`src/rtl/skew_feeder.sv`:
```
// Skewed operand feeder: pops the per-row FIFOs in diagonal order and drives
// registered, zero-padded operands plus a step strobe into the systolic array.
module skew_feeder #(
   parameter int ROWS      = 32,
   parameter int ROWS_LOG2 = 5,
   parameter int BWIDTH    = 8,
   parameter int LWIDTH    = 8
) (
   input  logic                   CLK,
   input  logic                   RSTn,
   input  logic                   START,
   input  logic [LWIDTH-1:0]      LEN,
   input  logic [ROWS-1:0]        FIFO_EMPTY,
   input  logic [ROWS*BWIDTH-1:0] FIFO_DOUT,
   output logic [ROWS-1:0]        FIFO_POPE,
   output logic [ROWS*BWIDTH-1:0] A_OUT,
   output logic [ROWS-1:0]        A_VALID,
   output logic                   ADV,
   output logic                   BUSY,
   output logic                   DONE
);

   typedef enum logic [1:0] {IDLE, RUN, FIN} state_t;

   state_t                 state_q, state_d;
   logic [LWIDTH:0]        cnt_q, cnt_d;
   logic [LWIDTH-1:0]      len_q, len_d;
   logic [ROWS*BWIDTH-1:0] aOut_q, aOut_d;
   logic [ROWS-1:0]        aValid_q, aValid_d;
   logic                   adv_q, adv_d;
   logic [ROWS-1:0]        active;
   logic                   go;
   logic [LWIDTH:0]        lastStep;

   // Row i is inside its diagonal window while 0 <= cnt-i < LEN.
   for (genvar i = 0; i < ROWS; i++) begin : gRow
      localparam logic [ROWS_LOG2-1:0] ROW_ID  = ROWS_LOG2'(i);
      localparam logic [LWIDTH:0]      ROW_OFS = (LWIDTH+1)'(ROW_ID);
      assign active[i] = (state_q == RUN) && (cnt_q >= ROW_OFS) &&
                         ((cnt_q - ROW_OFS) < {1'b0, len_q});
   end

   assign go        = ~|(active & FIFO_EMPTY);
   assign FIFO_POPE = go ? active : '0;
   assign lastStep  = {1'b0, len_q} + (LWIDTH+1)'(ROWS - 2);

   always_comb begin
      state_d  = state_q;
      cnt_d    = cnt_q;
      len_d    = len_q;
      aOut_d   = aOut_q;
      aValid_d = '0;
      adv_d    = 1'b0;
      case (state_q)
         IDLE: begin
            if (START) begin
               if (LEN != '0) begin
                  len_d   = LEN;
                  cnt_d   = '0;
                  state_d = RUN;
               end else begin
                  state_d = FIN;
               end
            end
         end
         RUN: begin
            if (go) begin
               adv_d    = 1'b1;
               aValid_d = active;
               for (int r = 0; r < ROWS; r++) begin
                  aOut_d[r*BWIDTH +: BWIDTH] = active[r] ? FIFO_DOUT[r*BWIDTH +: BWIDTH] : '0;
               end
               // The final diagonal leaves RUN instead of incrementing, so cnt never wraps.
               if (cnt_q == lastStep) begin
                  state_d = FIN;
               end else begin
                  cnt_d = cnt_q + 1'b1;
               end
            end
         end
         default: begin
            state_d = IDLE;
         end
      endcase
   end

   always_ff @(posedge CLK or negedge RSTn) begin
      if (!RSTn) begin
         state_q  <= IDLE;
         cnt_q    <= '0;
         len_q    <= '0;
         aOut_q   <= '0;
         aValid_q <= '0;
         adv_q    <= 1'b0;
      end else begin
         state_q  <= state_d;
         cnt_q    <= cnt_d;
         len_q    <= len_d;
         aOut_q   <= aOut_d;
         aValid_q <= aValid_d;
         adv_q    <= adv_d;
      end
   end

   assign A_OUT   = aOut_q;
   assign A_VALID = aValid_q;
   assign ADV     = adv_q;
   assign BUSY    = (state_q != IDLE);
   assign DONE    = (state_q == FIN);

endmodule
```
`config.mk`:
```
export PLATFORM = sky130hd
export DESIGN_NAME = skew_feeder
export DESIGN_NICKNAME = d
export VERILOG_FILES = /design/src/rtl/skew_feeder.sv
export SDC_FILE = /design/constraint.sdc
export NUM_CORES = 1
export LEC_CHECK = 0
export CORE_AREA = 2 2 240 242
export CTS_CLUSTER_DIAMETER = 150
export DETAILED_ROUTE_END_ITERATION = 8
export DIE_AREA = 0 0 242 244
export GPL_TIMING_DRIVEN = 1
export PLACE_DENSITY_LB_ADDON = 0.12
export SETUP_SLACK_MARGIN = 0.1
export SLEW_MARGIN = 5
export SYNTH_ARGS = -nofsm -noshare
export SYNTH_HDL_FRONTEND = slang
export SYNTH_SLANG_ARGS = --single-unit
```
`constraint.sdc`:
```
create_clock -name CLK -period 12.55 [get_ports CLK]
set_clock_uncertainty 0.15 [all_clocks]
set_input_delay 1.8825 -clock CLK [delete_from_list [all_inputs] [get_ports CLK]]
set_output_delay 1.8825 -clock CLK [all_outputs]
set_load 0.02 [all_outputs]
```
==> metrics.csv, run 1 <==
metric,value,unit
outcome,completed,
max_cap viols,0,
Crit path required time,10.52,ns
#FFs+latches synth,308,
GRT Total Usage,31.3,%
"Cell Area, Synth",0.0189,mm^2
clk buf depth,3,
"Slew Viols, Final",0,
vias in the first global route,18300,
post-DP HPWL,72.5,mm
Area growth syn-to-layout,44.0,%
critical path cell sequence,inv_1 -> ha_1 -> inv_1 -> a21oi_1 -> nand2_1 -> xnor2_1 -> ha_1 -> and4_1 -> o21ai_0 -> nand4_1 -> o2111ai_1 -> or4b_4 -> or3_1 -> buf_4 -> nor3_2 -> clkdlybuf4s50_1,
f_max,0.109,GHz
clock transition at the registers of the reported paths,0.07,ns
1st-iter DRT viols,1707,
Ports,622,
Synth area leader,dfrtp_1,
initial antenna violation count,12,
R2R depth,15,
Rows,87,
worst min path class,register to register,
CP startpoint kind,register,
Worst Hold Launch,A_OUT[70],
TritonCTS clock tree,yes,
Final Setup Violations,0,
worst hold path endpoint,A_OUT[70],
Port Buf Inserts,621,
setup_tns,0,ns
hold-critical path depth,2,
CTS buffer count,38,
fraction of layout cells with a size suffix above 1,6.27,%
CP max FO,16,
Post-synth EDFFs,0,
post-DR vias/cell,5.59,
TritonRoute pass-1 iters,6,
largest net degree at the start of global routing,147,
Final period util,73.4,%
die area,0.0590,mm^2
final core utilization,48.3,%
Clock Latency Late Sink,0.59,ns
Peak VDD IR,0.166,mV
Buffers & Inverters on Critical Path,4,
first-pass GRT wire length,135,mm
WHS,0.327,ns
post-cts sizing count,0,
Post-synth top cells,"308 x dfrtp_1, 255 x nand2_1, 188 x ha_1, 170 x a22o_1, 139 x o21ai_0",
GPL Wtd Cong,0.997,
unrepaired setup endpoints after global routing,no,
clock period minus worst slack,9.21,ns
Crit Reg-Reg Startpoint,cnt_q[3],
Max stage delay on crit path,0.80,ns
Area contributors post-synth,"dfrtp_1 41%, ha_1 12%, a22o_1 7.9%, xnor2_1 5.8%, nand2_1 5.1%",
crit-path leading delay family,simple AND/OR/NAND/NOR gates,
Initial Util,33.6,%
DR vias,18500,
Final Hold Vio Count,0,
hold_buf cts,0,
clock tree root driver cell,clkbuf_16,
final net count,2992,
Yosys Warn Count,0,
CP endpoint kind,output port,
Num Clock Sinks,308,
Post-CTS Setup Bufs,0,
H-tree levels,2,
RR Endpoint,A_OUT[7],
DRT antenna net count,0,
syn_nets,2415,
Pwr Density,268,mW/mm^2
flop-to-flop setup slack,5.20,ns
Mean Syn Cell Area,9.78,um^2
P_leak,11.6,nW
async set-reset flop share out of synthesis,100,%
most common cell in the netlist,dfrtp_1,
Rel. slew slack,23.4,%
total global routing overflow,0,
ys flop type,dfrtp_1,
WL/cell,28.9,um
crit path kind,register to output port,
critical path's slowest cell,clkdlybuf4s50_1,
sequential-to-total area share from yosys stat,40.9,%
Worst Max-Slew Pin Slew,1.14,ns
DRC violations left,0,
Synth cell types,84,
cell count after synthesis,1928,
Die H,244,um
Total Wirelength,95.4,mm
Chip Width,242,um
worst path arrival time,7.18,ns
core area,0.0562,mm^2
top cell type's share of synthesized area,40.9,%
-- layout by cell type, fill, tap and decap left out, types with 10 or more instances in the layout --
cell	Yosys	layout
nand2b_1	11	11
a21o_1	25	25
ha_1	188	188
clkdlybuf4s50_1	0	620
a211o_1	12	12
nor4_1	12	10
o21a_1	14	14
a21oi_1	102	102
diode_2	0	12
buf_4	0	40
and2_1	24	24
a31oi_1	13	13
nand2_1	255	255
xnor2_1	124	124
inv_1	61	61
o211ai_1	10	10
nor3_1	28	26
dfrtp_1	308	307
nor2_1	41	41
nand3_1	20	20
o21ai_0	139	139
clkbuf_16	0	38
nor2b_1	12	11
clkinv_2	0	12
and3_1	35	35
a22o_1	170	170
nand4_1	23	23
a2111oi_0	14	11
-- flip-flops by register name, indices dropped and copies added (netlist names) --
register,count
state_q,2
len_q,8
A_OUT,256
A_VALID,32
cnt_q,9
ADV,1
-- per-stage QoR --
step / setup WS, ns / instance area [um^2] / std cells / power [W]
after floorplan: 4.77 / 18900 / 1928 / 0.00419
after global placement: 4.31 / 25800 / 3221 / 0.00602
after detailed placement: 4.08 / 25800 / 3221 / 0.00608
after CTS: 3.43 / 27100 / 3291 / 0.00723
after global routing: 3.19 / 27200 / 3302 / 0.00771
final: 3.34 / 27200 / 3303 / 0.00728
-- layout make-up --
cell class	count	area (um^2)
Fill cell	5254	29000
Multi-Input combinational cell	1431	10400
Sequential cell	308	7710
Timing Repair Buffer	662	6540
Clock buffer	50	1080
Tap cell	756	946
Inverter	64	240
Clock inverter	20	206
Antenna cell	12	30.0
-- power by group --
part           leakage [nW]  switching, W  internal, W
Clock                 0.636      0.000471     0.000653
Combinational          6.79       0.00294      0.00178
Sequential             4.20      0.000155      0.00128
-- routing by layer --
| layer | GRT usage (%) | share of wire (%) |
|---|---|---|
| met1 | 40.0 | 41 |
| met2 | 51.0 | 47 |
| met3 | 7.30 | 8.0 |
| met4 | 12.8 | 4.0 |
| met5 | 0 | 0 |
-- tightest hold or removal path, delay by kind of cell (launching register included) --
kind	cells	cell delay [ns]
flip-flops	1	0.34
AO/OA/AOI/OAI	1	0.06
AND/OR/NAND/NOR	1	0.05
-- worst max-delay path by stage --
stage / depth (start not counted) / to / from / slack, ns
finish: 16 / FIFO_POPE[13] / cnt_q[4] / 3.34
global route: 16 / FIFO_POPE[13] / cnt_q[4] / 3.19
CTS: 16 / FIFO_POPE[13] / cnt_q[4] / 3.43
detailed placement: 16 / FIFO_POPE[13] / cnt_q[4] / 4.08
global placement: 15 / FIFO_POPE[18] / cnt_q[3] / 4.31
floorplan: 22 / FIFO_POPE[22] / cnt_q[5] / 4.77
-- cells by family (layout without fill, tap and decap cells) --
logic type                 after synthesis  after routing  synth area share, %
xor gates and xnor gates               131            131                 6.08
DFF                                    308            308                 40.9
AOI/OAI and AO/OA                      590            590                 22.2
buffers and inverters                  189            796                 4.17
adders and majority gates              188            188                 12.5
and+or+nand+nor                        509            509                 13.4
muxes                                   13             13                0.743
other                                    0             12                    0
No activity file was read; power rests on OpenSTA's default activity.
==> run 2, diff against run 1 <==
- CORE_AREA: 2 2 240 242 -> 2 2 243 245
- DIE_AREA: 0 0 242 244 -> 0 0 245 247
- clock period: 12.55 -> 9.44 ns (I/O delays scaled with it)
==> run 2 against run 1 <==
Net effect: total power is 34% higher; via count is 0.25% lower; non-clock buffer count is 21 higher; die area is 2.5% higher; final cell count is 0.91% higher; sequential cell count stayed put; clock power is 28% higher; count of clock-buffer cells in the layout is 2 higher; combinational power is 35% higher; design area is 0.37% higher; highest routed layer unchanged.
==> metrics.csv, run 2 (synthesis results as in run 1) <==
metric,value,unit
crit-path leading delay family,simple AND/OR/NAND/NOR gates,
Post-Layout Inst Area,0.0273,mm^2
Total Wirelength,96.3,mm
Buffers & Inverters on Critical Path,2,
post-DP HPWL,74.0,mm
max_cap viols,0,
f_max,0.114,GHz
Cells after DPL,3259,
Worst Hold Launch,A_OUT[12],
Final Hold Vio Count,0,
TritonRoute pass-1 iters,6,
CP endpoint kind,output port,
clock tree root driver cell,clkbuf_16,
outcome,completed,
most frequent cells in the layout,"617 x clkdlybuf4s50_1, 306 x dfrtp_1, 255 x nand2_1, 188 x ha_1, 170 x a22o_1",
Rel. slew slack,26.5,%
clock period minus worst slack,8.77,ns
Register Area,0.00771,mm^2
critical path's slowest cell,ha_1,
Die H,247,um
1st-iter DRT viols,1593,
pre-CTS setup slack,0.960,ns
DRC violations left,0,
post-DR vias/cell,5.52,
crit path kind,register to output port,
worst path arrival time,7.21,ns
WL/cell,28.9,um
final net count,3012,
clock transition at the registers of the reported paths,0.06,ns
fraction of layout cells with a size suffix above 1,6.93,%
Initial Util,32.4,%
Crit Reg-Reg Startpoint,cnt_q[3],
CP max FO,28,
Rows,89,
flop-to-flop setup slack,2.24,ns
Final period util,92.9,%
Final Setup Violations,0,
fillers,5514,
Max stage delay on crit path,0.99,ns
TritonCTS clock tree,yes,
Crit path required time,7.87,ns
DR vias,18400,
total global routing overflow,0,
initial antenna violation count,5,
Layout Cells excl Fill,3333,
RR Endpoint,A_OUT[95],
Port Buf Inserts,621,
GRT Total Usage,30.7,%
hold_buf cts,0,
worst min path class,register to register,
min setup slack post-route,0.669,ns
crit path capture,FIFO_POPE[3],
CTS buffer count,37,
"Slew Viols, Final",0,
Worst Setup SP,cnt_q[3],
critical path cell sequence,inv_1 -> ha_1 -> a21oi_1 -> xnor2_1 -> ha_1 -> nand4_1 -> a21oi_1 -> nor4b_1 -> a2111oi_0 -> nand4_1 -> or3_1 -> nor2_2 -> clkdlybuf4s50_1,
Clock Latency Late Sink,0.55,ns
Pwr Density,357,mW/mm^2
R2R depth,15,
Worst Max-Slew Pin Slew,1.09,ns
"most common cell after layout, fill and taps aside",clkdlybuf4s50_1,
H-tree levels,2,
Num Clock Sinks,308,
WHS,0.326,ns
largest net degree at the start of global routing,205,
Largest register FFs,256,
DP Area,0.0260,mm^2
Area growth syn-to-layout,44.5,%
critical path depth,13,
Chip Width,245,um
Peak VDD IR,0.269,mV
unrepaired setup endpoints after global routing,no,
first-pass GRT wire length,135,mm
GPL Wtd Cong,0.996,
die area,0.0605,mm^2
DRT antenna net count,0,
CP startpoint kind,register,
setup_tns,0,ns
vias in the first global route,18100,
core area,0.0582,mm^2
P_leak,11.7,nW
Ports,622,
Multi-input gate area,0.0104,mm^2
clk buf depth,3,
[run 2: timing repair]
action,CTS,global route
resized for setup,0,1
endpoints found under the setup margin,0,6
setup buffers,0,0
[run 2: worst min path at each step]
stage / end / slack [ns] / cells past startpoint
2_1_floorplan: len_q[6] / 0.35 / 1
3_3_place_gp: A_OUT[99] / 0.31 / 2
3_5_place_dp: A_OUT[12] / 0.32 / 2
4_1_cts: A_OUT[12] / 0.33 / 2
5_1_grt: A_OUT[9] / 0.36 / 2
6_report: A_OUT[12] / 0.33 / 2
[run 2: layout make-up]
type | instances | area share [%]
Antenna cell | 7 | 0.0643
Clock inverter | 15 | 0.565
Inverter | 64 | 0.881
Multi-Input combinational cell | 1431 | 38.2
Clock buffer | 52 | 3.82
Sequential cell | 308 | 28.3
Timing Repair Buffer | 683 | 24.6
Tap cell | 773 | 3.55
[run 2: worst reg2reg max path: cells and delay by family, from the launching register on]
kind / cells / cell delay (ns)
flops: 1 / 0.65
xor+xnor: 1 / 0.18
compound gates: 5 / 1.31
fa+ha+maj: 2 / 1.29
simple gates: 4 / 1.45
buf+inv: 3 / 2.08
[run 2: stage by stage]
stage,power [W],util [%]
CTS,0.00968,46.8
global route,0.0103,46.8
detailed placement,0.00821,44.7
global placement,0.00812,44.7
floorplan,0.00558,-
finish,0.00973,46.8
[run 2: routing by layer]
metal  vias to the layer above  global-route usage [%]  part of all wire, %
met5                         -                       0                    0
met4                         0                    12.0                  4.1
met3                       203                    6.88                  8.0
met2                       892                    50.4                   47
met1                      9078                    39.3                   41
li1                       8237                       -                    -
[run 2: where the power goes]
part | leakage [nW] | internal [W] | switching (W)
combinational | 6.91 | 0.00243 | 0.00393
sequential | 4.20 | 0.00170 | 0.000249
clock | 0.593 | 0.000833 | 0.000592
total | 11.7 | 0.00497 | 0.00477
==> run 3, diff against run 2 <==
- ABC_CLOCK_PERIOD_IN_PS: unset -> 9440
- CORE_AREA: 2 2 243 245 -> 5 5 239 241
- DIE_AREA: 0 0 245 247 -> 0 0 244 246
==> run 3 against run 2 <==
Net effect: die area fell by 0.81%; clock power increased by 6%; non-clock buffer count is 12 higher; count of clock-buffer cells in the layout rose by 2; worst hold slack better by 0.0049 ns; sequential cell count unchanged.
==> metrics.csv, run 3 (synthesis results as in run 1) <==
metric,value,unit
outcome,completed,
final net count,3025,
P_leak,11.8,nW
flop-to-flop setup slack,1.70,ns
largest net degree at the start of global routing,241,
Rows,86,
post-cts sizing count,0,
setup_tns,0,ns
Largest register FFs,256,
most frequent cells in the layout,"617 x clkdlybuf4s50_1, 306 x dfrtp_1, 255 x nand2_1, 188 x ha_1, 170 x a22o_1",
initial antenna violation count,7,
DRC violations left,0,
critical path's slowest cell,dfrtp_1,
CP max FO,23,
unrepaired setup endpoints after global routing,no,
fraction of layout cells with a size suffix above 1,7.56,%
Num Clock Sinks,308,
Rel. slew slack,5.52,%
critical path depth,16,
WL/cell,30.3,um
1st-iter DRT viols,2105,
DR vias,18900,
Final Setup Violations,0,
crit-path leading delay family,simple AND/OR/NAND/NOR gates,
"Slew Viols, Final",0,
GPL Wtd Cong,1.10,
fillers,5112,
crit path kind,register to output port,
Pwr Density,360,mW/mm^2
Crit Reg-Reg Startpoint,cnt_q[3],
crit path capture,FIFO_POPE[5],
TritonCTS clock tree,yes,
Total Wirelength,99.1,mm
Final Hold Vio Count,0,
Worst Setup SP,cnt_q[3],
H-tree levels,2,
CTS buffer count,38,
vias in the first global route,18700,
RR Endpoint,A_OUT[189],
hold_buf cts,0,
Clock Latency Late Sink,0.56,ns
clock tree root driver cell,clkbuf_16,
clock transition at the registers of the reported paths,0.07,ns
WHS,0.331,ns
Worst Max-Slew Pin Slew,1.40,ns
Die H,246,um
worst path arrival time,7.38,ns
Crit path required time,7.87,ns
"most common cell after layout, fill and taps aside",clkdlybuf4s50_1,
clk buf depth,3,
DRT antenna net count,0,
worst min path class,register to register,
Ports,622,
Final period util,94.7,%
Initial Util,34.5,%
Multi-input gate area,0.0104,mm^2
Area growth syn-to-layout,45.0,%
Peak VDD IR,0.394,mV
core area,0.0547,mm^2
Port Buf Inserts,621,
TritonRoute pass-1 iters,5,
total global routing overflow,0,
Buffers & Inverters on Critical Path,4,
GRT Total Usage,31.4,%
critical path cell sequence,inv_1 -> buf_4 -> ha_1 -> nand2_1 -> a21oi_1 -> xnor2_1 -> ha_1 -> nand4_1 -> a21oi_1 -> nor4b_1 -> a2111oi_0 -> nand4_1 -> or3_1 -> buf_4 -> nor3_2 -> clkdlybuf4s50_1,
post-DR vias/cell,5.78,
die area,0.0600,mm^2
max_cap viols,0,
post-DP HPWL,76.6,mm
Register Area,0.00771,mm^2
CP startpoint kind,register,
f_max,0.112,GHz
Chip Width,244,um
clock period minus worst slack,8.94,ns
Max stage delay on crit path,0.74,ns
first-pass GRT wire length,139,mm
CP endpoint kind,output port,
R2R depth,16,
Post-CTS Setup Bufs,0,
## run 3: cell types whose count changed in the layout (fill, tap and decap cells not counted), sizes merged
| cell | previous run | this run |
|---|---|---|
| diode | 7 | 2 |
| clkinv | 8 | 7 |
| bufinv | 2 | 3 |
| buf | 66 | 78 |
| clkbuf | 52 | 54 |
## run 3: stage by stage
step	power (W)	cell area (um^2)	util [%]	std cells	worst slack, ns
floorplan	0.00558	18900	-	1928	2.13
global placement	0.00813	26000	47.6	3202	1.38
detailed placement	0.00820	26000	47.6	3202	1.31
CTS	0.00977	27300	50.0	3271	0.708
global route	0.0104	27300	50.0	3273	0.339
finish	0.00986	27300	50.0	3273	0.497
## run 3: final cells by class
cell class	instances	area share, %
multi-input combinational	1431	38.1
sequential	308	28.2
timing repair buffer	695	24.8
clock buffer	54	4.10
tap	704	3.22
inverter	64	0.879
clock inverter	15	0.654
antenna	2	0.0183
## run 3: where the power goes
group          switching, W  internal [W]  total, W
clock network      0.000603      0.000917   0.00152
logic               0.00395       0.00244   0.00639
registers          0.000247       0.00170   0.00195
total               0.00480       0.00506   0.00986
## run 3: worst min path at each step
stage	start	end	slack, ns	depth (start not counted)
after global routing	A_OUT[182]	A_OUT[182]	0.36	2
after CTS	A_OUT[10]	A_OUT[10]	0.33	2
after detailed placement	A_OUT[10]	A_OUT[10]	0.32	2
after global placement	A_OUT[96]	A_OUT[96]	0.31	2
after floorplan	len_q[6]	len_q[6]	0.35	1
final	A_OUT[181]	A_OUT[181]	0.33	2
## run 3: tightest hold or removal path: cells and delay by family, from the launching register on
kind	cells	cell delay, ns
compound gates	1	0.06
simple gates	1	0.05
flops	1	0.34
## run 3: metal layers
layer / vias to the layer above / wire (um) / global-route usage [%]
met2: 1025 / 46700 / 52.0
li1: 8258 / - / -
met4: 2 / 4100 / 10.9
met3: 219 / 8340 / 6.79
met5: - / 13 / 0
met1: 9407 / 40000 / 40.9
